### config.mk
export PLATFORM = sky130hd
export DESIGN_NAME = startup
export DESIGN_NICKNAME = d
export VERILOG_FILES = /design/src/rtl/startup_pkg.sv /design/src/rtl/startup_timer.sv /design/src/rtl/startup.sv
export SDC_FILE = /design/constraint.sdc
export NUM_CORES = 1
export LEC_CHECK = 0
export ABC_CLOCK_PERIOD_IN_PS = 6900
export BUFFER_PORTS_ARGS = -buffer_cell sky130_fd_sc_hd__buf_2
export CELL_PAD_IN_SITES_DETAIL_PLACEMENT = 0
export CELL_PAD_IN_SITES_GLOBAL_PLACEMENT = 1
export CORE_UTILIZATION = 48
export DETAILED_ROUTE_END_ITERATION = 12
export HOLD_SLACK_MARGIN = 0.08
export PLACE_DENSITY = 0.9
export SLEW_MARGIN = 0
export SYNTH_ARGS = -nofsm -noshare
export SYNTH_HDL_FRONTEND = slang
export SYNTH_SLANG_ARGS = --single-unit
### constraint.sdc
create_clock -name clk_i -period 6.9 [get_ports clk_i]
set_clock_uncertainty 0.2 [all_clocks]
set_input_delay 0.69 -clock clk_i [delete_from_list [all_inputs] [get_ports clk_i]]
set_output_delay 0.69 -clock clk_i [all_outputs]
set_load 0.02 [all_outputs]
### src/rtl/startup_pkg.sv
// Shared types and default constants for the gate start-up sequencer.
package startup_pkg;

    typedef enum logic [2:0] {
        ST_INIT,
        ST_ENABLE,
        ST_WAIT_SYNC,
        ST_SETTLE,
        ST_DONE
    } state_t;

    localparam int DEF_GATE_NUM   = 5;
    localparam int DEF_INIT_DELAY = 1024;
    localparam int DEF_STEP_DELAY = 100000;
    localparam int DEF_TIMEOUT    = 1000000;

    function automatic int max3(input int a, input int b, input int c);
        int m;
        m = (a > b) ? a : b;
        return (m > c) ? m : c;
    endfunction

    // The timer is loaded with delay-1, so it only needs to hold max_delay-1.
    function automatic int cnt_width(input int max_delay);
        return (max_delay < 2) ? 1 : $clog2(max_delay);
    endfunction

    // A delay of 0 is treated the same as a delay of 1.
    function automatic int load_val(input int delay);
        return (delay <= 1) ? 0 : delay - 1;
    endfunction

endpackage

### src/rtl/startup_timer.sv
// Loadable down-counter: after a load of N it raises done for one cycle N+1 cycles later.
module startup_timer #(
    parameter int CNT_W = 8
) (
    input  logic             clk_i,
    input  logic             rst_n_i,
    input  logic             load_i,
    input  logic [CNT_W-1:0] load_val_i,
    output logic             busy_o,
    output logic             done_o
);

    logic [CNT_W-1:0] cnt;
    logic             run;

    always_ff @(posedge clk_i) begin
        if (!rst_n_i) begin
            cnt <= '0;
            run <= 1'b0;
        end else if (load_i) begin
            cnt <= load_val_i;
            run <= 1'b1;
        end else if (run) begin
            if (cnt == '0) begin
                run <= 1'b0;
            end else begin
                cnt <= cnt - CNT_W'(1);
            end
        end
    end

    assign busy_o = run;
    assign done_o = run && (cnt == '0);

endmodule

### src/rtl/startup.sv
// Sequential gate enabler: raises gate enables one at a time, waiting for each gate's sync and a settle delay.
// Optional macro STARTUP_TIMEOUT_EN adds a WAIT_SYNC timeout that restarts the whole sequence.
module startup
    import startup_pkg::*;
#(
    parameter int GATE_NUM   = DEF_GATE_NUM,
    parameter int INIT_DELAY = DEF_INIT_DELAY,
    parameter int STEP_DELAY = DEF_STEP_DELAY,
    parameter int TIMEOUT    = DEF_TIMEOUT
) (
    input  logic                clk_i,
    input  logic                rst_n_i,
    input  logic [GATE_NUM-1:0] gate_sync_i,
    output logic [GATE_NUM-1:0] gate_en_o
);

    localparam int MAX_DELAY = max3(INIT_DELAY, STEP_DELAY, TIMEOUT);
    localparam int CNT_W     = cnt_width(MAX_DELAY);
    localparam int IDX_W     = (GATE_NUM < 2) ? 1 : $clog2(GATE_NUM);

    localparam logic [CNT_W-1:0] INIT_LOAD = CNT_W'(load_val(INIT_DELAY));
    localparam logic [CNT_W-1:0] STEP_LOAD = CNT_W'(load_val(STEP_DELAY));
`ifdef STARTUP_TIMEOUT_EN
    localparam logic [CNT_W-1:0] TOUT_LOAD = CNT_W'(load_val(TIMEOUT));
`endif
    localparam logic [IDX_W-1:0] LAST_IDX  = IDX_W'(GATE_NUM - 1);

    logic [GATE_NUM-1:0] sync_p0, sync_p1;
    state_t              state, state_nxt;
    logic [IDX_W-1:0]    idx, idx_nxt;
    logic [GATE_NUM-1:0] en_nxt;
    logic                tmr_load, tmr_busy, tmr_done;
    logic [CNT_W-1:0]    tmr_val;

    // Stage p0/p1: two-flop synchronizer for the asynchronous sync feedback
    always_ff @(posedge clk_i) begin
        if (!rst_n_i) begin
            sync_p0 <= '0;
            sync_p1 <= '0;
        end else begin
            sync_p0 <= gate_sync_i;
            sync_p1 <= sync_p0;
        end
    end

    startup_timer #(
        .CNT_W (CNT_W)
    ) u_timer (
        .clk_i      (clk_i),
        .rst_n_i    (rst_n_i),
        .load_i     (tmr_load),
        .load_val_i (tmr_val),
        .busy_o     (tmr_busy),
        .done_o     (tmr_done)
    );

    always_ff @(posedge clk_i) begin
        if (!rst_n_i) begin
            state     <= ST_INIT;
            idx       <= '0;
            gate_en_o <= '0;
        end else begin
            state     <= state_nxt;
            idx       <= idx_nxt;
            gate_en_o <= en_nxt;
        end
    end

    always_comb begin
        state_nxt = state;
        idx_nxt   = idx;
        en_nxt    = gate_en_o;
        tmr_load  = 1'b0;
        tmr_val   = INIT_LOAD;
        case (state)
            ST_INIT: begin
                // An idle timer on entry means the initial delay has not been started yet.
                if (!tmr_busy) begin
                    tmr_load = 1'b1;
                    tmr_val  = INIT_LOAD;
                end else if (tmr_done) begin
                    idx_nxt   = '0;
                    state_nxt = ST_ENABLE;
                end
            end
            ST_ENABLE: begin
                en_nxt[idx] = 1'b1;
                state_nxt   = ST_WAIT_SYNC;
`ifdef STARTUP_TIMEOUT_EN
                tmr_load = 1'b1;
                tmr_val  = TOUT_LOAD;
`endif
            end
            ST_WAIT_SYNC: begin
                if (sync_p1[idx]) begin
                    tmr_load  = 1'b1;
                    tmr_val   = STEP_LOAD;
                    state_nxt = ST_SETTLE;
                end
`ifdef STARTUP_TIMEOUT_EN
                else if (tmr_done) begin
                    en_nxt    = '0;
                    state_nxt = ST_INIT;
                end
`endif
            end
            ST_SETTLE: begin
                if (tmr_done) begin
                    if (idx == LAST_IDX) begin
                        state_nxt = ST_DONE;
                    end else begin
                        idx_nxt   = idx + IDX_W'(1);
                        state_nxt = ST_ENABLE;
                    end
                end
            end
            ST_DONE: begin
                en_nxt = '1;
            end
            default: begin
                state_nxt = ST_INIT;
            end
        endcase
    end

endmodule

==> results.sh, run 1 <==
export IMPL_initial_core_util=0.5146
export IMPL_end_kind="register"
export IMPL_syn_avg_cell_area_um2=9.068
export IMPL_dp_hpwl_um=2398
export IMPL_status="completed"
export IMPL_cts_hold_buffers=0
export IMPL_rsz0062_at_grt="no"
export IMPL_post_cts_setup_buffers=0
export IMPL_p_total_mw=0.5288
export IMPL_fin_area_um2=2147
export IMPL_htreeDepth=2
export IMPL_cts_buffers=5
export IMPL_core_area_um2=3771
export IMPL_clk_path_buf_depth=2
export IMPL_drt_drc_violations_left=0
export IMPL_vias_per_cell=5.513
export IMPL_vias=1494
export IMPL_clk_latency_ps=290
export IMPL_synth_edf_count=0
export IMPL_die_y_um=65.59
export IMPL_drtAntennaViolNets=0
export IMPL_crit_required_ps=6880
export IMPL_antenna_cells=0
export IMPL_critPathMaxFanout=17
export IMPL_dpl_instance_area_um2=2009
export IMPL_hp_start="sync_p0[3]"
export IMPL_area_growth_syn_to_layout_pct=10.64
export IMPL_ioPinCount=12
export IMPL_drtIter0Drc=84
export IMPL_final_util=0.5693
export IMPL_synthArstFlopShare=0
export IMPL_gp_congestion=0.7568
export IMPL_swShare=0.2205
export IMPL_synthFlopType="dfxtp_1"
export IMPL_p_comb_frac=0.076
export IMPL_final_common_cell="dfxtp_1"
export IMPL_antenna_found_initial=0
export IMPL_fin_setup_tns_ps=0
export IMPL_slew_headroom=0.3105
export IMPL_grt_pass1_vias=1407
export IMPL_seq_power_share=0.487
export IMPL_p_int_mw=0.4122
export IMPL_hp_class="register to register"
export IMPL_crit_arrival_ps=2860
export IMPL_firstDrtPassIters=4
export IMPL_holdWs_ps=237.3
export IMPL_max_cap_violations=0
export IMPL_critical_path_class="register to register"
export IMPL_worst_pin_slew_ps=1030
export IMPL_final_hold_violation_count=0
export IMPL_die_x_um=65.59
export IMPL_drv_slew=0
export IMPL_timing_final_crit_share=0.4170
export IMPL_startpoint="u_timer.cnt[0]"
export IMPL_p_clk_frac=0.436
export IMPL_postSynthNetCount=225
export IMPL_cts_tree="done"
export IMPL_powerDensity_nw_per_um2=246.3
export IMPL_synth_seq_cells=42
export IMPL_fmax_mhz=347.6
export IMPL_r2r_start="u_timer.cnt[0]"
export IMPL_row_count=22
export IMPL_nNetsFinal=233
export IMPL_switchingPower_mw=0.1166
export IMPL_ir_worst_vdd_mv=0.1590
export IMPL_power_leakage_nw=0.8441
export IMPL_syn_area_um2=1941
export IMPL_overflow=0
export IMPL_netlist_instances=214
export IMPL_period_needed_ps=2877
export IMPL_start_kind="register"
export IMPL_synth_seq_area_share=0.4333
export IMPL_layout_common_cells="42 x dfxtp_1, 18 x nor2_1, 14 x a21oi_1"
export IMPL_synth_cell_types=40
export IMPL_wl_per_cell_um=13.31
export IMPL_ys_warn_count=0
export IMPL_drive_gt1_frac=0.1390
export IMPL_fillers=329
export IMPL_routed_wl_um=3606
export IMPL_path_clk_slew_ps=80
export IMPL_cts_resized=0
export IMPL_grt_max_degree=26
export IMPL_io_buffer_count=11
export IMPL_cts_root_buf="clkbuf_8"
export IMPL_die_area_um2=4301
export IMPL_setup_viol=0
export IMPL_grt_usage=0.1914
export IMPL_grt_pass1_wl_um=6375
export IMPL_cts_sinks=42
-- power groups by stage --
| stage | clock network (mW) | logic, mW | registers (mW) |
|---|---|---|---|
| after detailed placement | 0 | 0.0402 | 0.263 |
| after global placement | 0 | 0.0395 | 0.263 |
| after global routing | 0.249 | 0.0452 | 0.259 |
| final | 0.231 | 0.0404 | 0.258 |
| after CTS | 0.235 | 0.0405 | 0.258 |
| after floorplan | 0 | 0.0338 | 0.262 |
-- critical path, stage by stage (launching register included) --
cell and delay [ps]:
dfxtp_1 320, inv_1 100, ha_1 200, or4b_1 430, or4_4 550, or3_4 440, or3_4 400, mux2i_1 130
-- final timing paths --
check	endpoint	slack (ps)	cells past startpoint
hold / removal	sync_p1[3]	240	1
setup reg to reg	idx[1]	4020	7
setup / recovery	idx[1]	4020	7
hold reg to reg	sync_p1[3]	240	1
-- flip-flops by register name, indices dropped and copies added (netlist names) --
register / cells
sync_p1: 5
u_timer.cnt: 20
state: 3
sync_p0: 5
u_timer.busy_o: 1
gate_en_o: 5
idx: 3
-- metal layers --
layer | routed length [µm] | GRT usage | up-vias
met5 | 0 | 0 | -
met4 | 25 | 0.06522 | 0
met3 | 66 | 0.05556 | 2
met2 | 1608 | 0.2887 | 18
met1 | 1906 | 0.2588 | 698
li1 | - | - | 776
-- cell families (layout without fill, tap and decap cells) --
| logic type | Yosys count | after routing | synth area share |
|---|---|---|---|
| AOI/OAI and AO/OA | 40 | 40 | 0.1296 |
| DFF | 42 | 42 | 0.4333 |
| and+or+nand+nor | 88 | 88 | 0.2689 |
| muxes | 7 | 7 | 0.03804 |
| xor gates and xnor gates | 14 | 14 | 0.06319 |
| adders and majority gates | 4 | 4 | 0.02579 |
| buffers and inverters | 19 | 28 | 0.04126 |
-- Yosys cell counts, types with 2 or more instances --
library cell / n / share of area
nand4_1: 5 / 0.016
nor4_1: 2 / 0.0064
nand3b_1: 3 / 0.012
o211ai_1: 8 / 0.031
nor2_1: 18 / 0.035
nor3_1: 7 / 0.018
or4_4: 3 / 0.017
nand2_1: 9 / 0.017
a31oi_1: 2 / 0.0064
and3_1: 8 / 0.026
xor2_1: 7 / 0.032
ha_1: 4 / 0.026
nand2b_1: 3 / 0.0097
a311oi_1: 3 / 0.014
or3_1: 5 / 0.016
o21ai_0: 7 / 0.018
or3_4: 2 / 0.012
and2_1: 12 / 0.039
nand4b_1: 3 / 0.014
nand3_1: 3 / 0.0077
mux2_2: 3 / 0.017
a21oi_1: 14 / 0.036
xnor2_1: 7 / 0.032
dfxtp_1: 42 / 0.43
clkbuf_1: 8 / 0.015
inv_1: 9 / 0.017
mux2i_1: 4 / 0.021
-- layout make-up --
type | count | area, µm² | share of cell area
clock inverter | 3 | 68.82 | 0.03205
inverter | 9 | 33.78 | 0.01573
multi-input combinational | 153 | 1020 | 0.4749
tap | 48 | 60.06 | 0.02797
sequential | 42 | 840.8 | 0.3916
clock buffer | 5 | 68.82 | 0.03205
timing repair buffer | 11 | 55.05 | 0.02564
-- per-stage QoR --
stage          worst slack (ps)  instances
4_1_cts                    4023        271
3_5_place_dp               4040        263
6_report                   4023        271
3_3_place_gp               4097        263
5_1_grt                    3934        271
2_1_floorplan              4160        214
Note: power is estimated with default switching activity, not from simulation.
==> run 2, diff against run 1 <==
--- a/config.mk
+++ b/config.mk
@@ -5,14 +5,14 @@
 export SDC_FILE = /design/constraint.sdc
 export NUM_CORES = 1
 export LEC_CHECK = 0
-export ABC_CLOCK_PERIOD_IN_PS = 6900
+export ABC_CLOCK_PERIOD_IN_PS = 2500
 export BUFFER_PORTS_ARGS = -buffer_cell sky130_fd_sc_hd__buf_2
 export CELL_PAD_IN_SITES_DETAIL_PLACEMENT = 0
 export CELL_PAD_IN_SITES_GLOBAL_PLACEMENT = 1
-export CORE_UTILIZATION = 48
+export CORE_UTILIZATION = 41
 export DETAILED_ROUTE_END_ITERATION = 12
 export HOLD_SLACK_MARGIN = 0.08
-export PLACE_DENSITY = 0.9
+export PLACE_DENSITY = 0.83
 export SLEW_MARGIN = 0
 export SYNTH_ARGS = -nofsm -noshare
 export SYNTH_HDL_FRONTEND = slang
==> constraint.sdc (replaced) <==
create_clock -name clk_i -period 2.5 [get_ports clk_i]
set_clock_uncertainty 0.2 [all_clocks]
set_input_delay 0.25 -clock clk_i [delete_from_list [all_inputs] [get_ports clk_i]]
set_output_delay 0.25 -clock clk_i [all_outputs]
set_load 0.02 [all_outputs]
==> results.sh, run 2 (synthesized netlist as in run 1, its figures left out) <==
export IMPL_critical_path_class="register to register"
export IMPL_rsz0062_at_grt="yes"
export IMPL_ir_worst_vdd_mv=0.4062
export IMPL_largest_register="u_timer.cnt"
export IMPL_worst_pin_slew_ps=430.0
export IMPL_final_hold_violation_count=0
export IMPL_drv_slew=0
export IMPL_start_kind="register"
export IMPL_startpoint="u_timer.cnt[0]"
export IMPL_clk_latency_ps=300
export IMPL_die_x_um=70.80
export IMPL_area_growth_syn_to_layout_pct=22.11
export IMPL_antenna_cells=0
export IMPL_drive_gt1_frac=0.2402
export IMPL_drt_drc_violations_left=0
export IMPL_dpl_instance_area_um2=2185
export IMPL_crit_arrival_ps=2570
export IMPL_cts_buffers=5
export IMPL_wl_per_cell_um=12.86
export IMPL_row_count=24
export IMPL_r2r_start="u_timer.cnt[0]"
export IMPL_overflow=0
export IMPL_io_buffer_count=11
export IMPL_critPathMaxFanout=4
export IMPL_final_common_cell="dfxtp_1"
export IMPL_end_kind="register"
export IMPL_period_needed_ps=2580
export IMPL_violations="negative setup slack"
export IMPL_clk_path_buf_depth=2
export IMPL_slew_headroom=0.7111
export IMPL_fmax_mhz=387.6
export IMPL_multi_input_area_um2=1036
export IMPL_setup_slack_ps=-79.82
export IMPL_htreeDepth=2
export IMPL_cts_root_buf="clkbuf_8"
export IMPL_dp_hpwl_um=2666
export IMPL_max_cap_violations=0
export IMPL_core_area_um2=4444
export IMPL_hp_class="register to register"
export IMPL_largest_reg_flops=20
export IMPL_fin_setup_tns_ps=-176.6
export IMPL_firstDrtPassIters=4
export IMPL_drtAntennaViolNets=0
export IMPL_gp_congestion=0.7605
export IMPL_final_util=0.5332
export IMPL_grt_pass1_vias=1589
export IMPL_crit_required_ps=2490
export IMPL_register_area_um2=842.1
export IMPL_path_clk_slew_ps=90
export IMPL_setup_viol=3
export IMPL_power_leakage_nw=0.9713
export IMPL_die_y_um=70.80
export IMPL_die_area_um2=5013
export IMPL_status="finished with violations"
export IMPL_grt_usage=0.1668
export IMPL_powerDensity_nw_per_um2=555.9
export IMPL_cts_tree="done"
export IMPL_grt_pass1_wl_um=6741
export IMPL_nNetsFinal=264
export IMPL_cts_sinks=42
export IMPL_ioPinCount=12
export IMPL_hp_start="sync_p0[0]"
export IMPL_pre_cts_ws_ps=-79.98
export IMPL_vias=1639
export IMPL_timing_final_crit_share=1.032
export IMPL_fin_area_um2=2370
export IMPL_routed_wl_um=3934
export IMPL_holdWs_ps=238.8
export IMPL_vias_per_cell=5.356
export IMPL_grt_max_degree=18
export IMPL_initial_core_util=0.4367
export IMPL_drtIter0Drc=81
export IMPL_antenna_found_initial=0
export IMPL_fillers=412
export IMPL_layout_common_cells="41 x dfxtp_1, 25 x buf_4, 18 x nor2_1"
-- run 2: worst paths after layout --
path              slack [ps]    endpoint  depth (start not counted)
setup / recovery         -80      idx[1]                          7
hold reg to reg          240  sync_p1[0]                          1
setup reg to reg         -80      idx[1]                          7
hold / removal           240  sync_p1[0]                          1
-- run 2: layout make-up --
cell class | count | share of cell area
timing repair buffer | 42 | 0.1278
multi-input combinational | 153 | 0.4372
inverter | 9 | 0.01426
clock buffer | 5 | 0.02904
clock inverter | 3 | 0.008976
tap | 52 | 0.02746
sequential | 42 | 0.3553
-- run 2: power by group --
| group | leakage, nW | internal (mW) | switching [mW] |
|---|---|---|---|
| clock network | 0.0441 | 0.196 | 0.245 |
| logic | 0.583 | 0.0850 | 0.0829 |
| registers | 0.344 | 0.694 | 0.0146 |
| total | 0.971 | 0.975 | 0.342 |
-- run 2: critical path: stages (launching register included) --
cell     delay, ps
dfxtp_1        330
inv_2           80
ha_4           120
or4b_1         440
or4_4          450
or3_4          370
or3_4          360
mux2i_1        130
-- run 2: layer usage --
layer  GRT usage  vias up  share of wire
met5           0        -              0
met4     0.05333        0          0.011
met3     0.03419        6          0.045
met2      0.2788       37           0.47
met1      0.2166      758           0.47
li1            -      838              -
-- run 2: what timing repair did --
item,in CTS,in global routing
gates resized for setup,2,2
buffers inserted,2,2
endpoints found under the setup margin,5,6
pin swaps,4,2
hold buffers,6,0
endpoints found under the hold margin,6,0
-- run 2: metrics by stage --
step	cells	power, mW
6_report	306	1.317
5_1_grt	306	1.376
4_1_cts	304	1.323
3_5_place_dp	288	0.8726
3_3_place_gp	288	0.8710
2_1_floorplan	214	0.8189
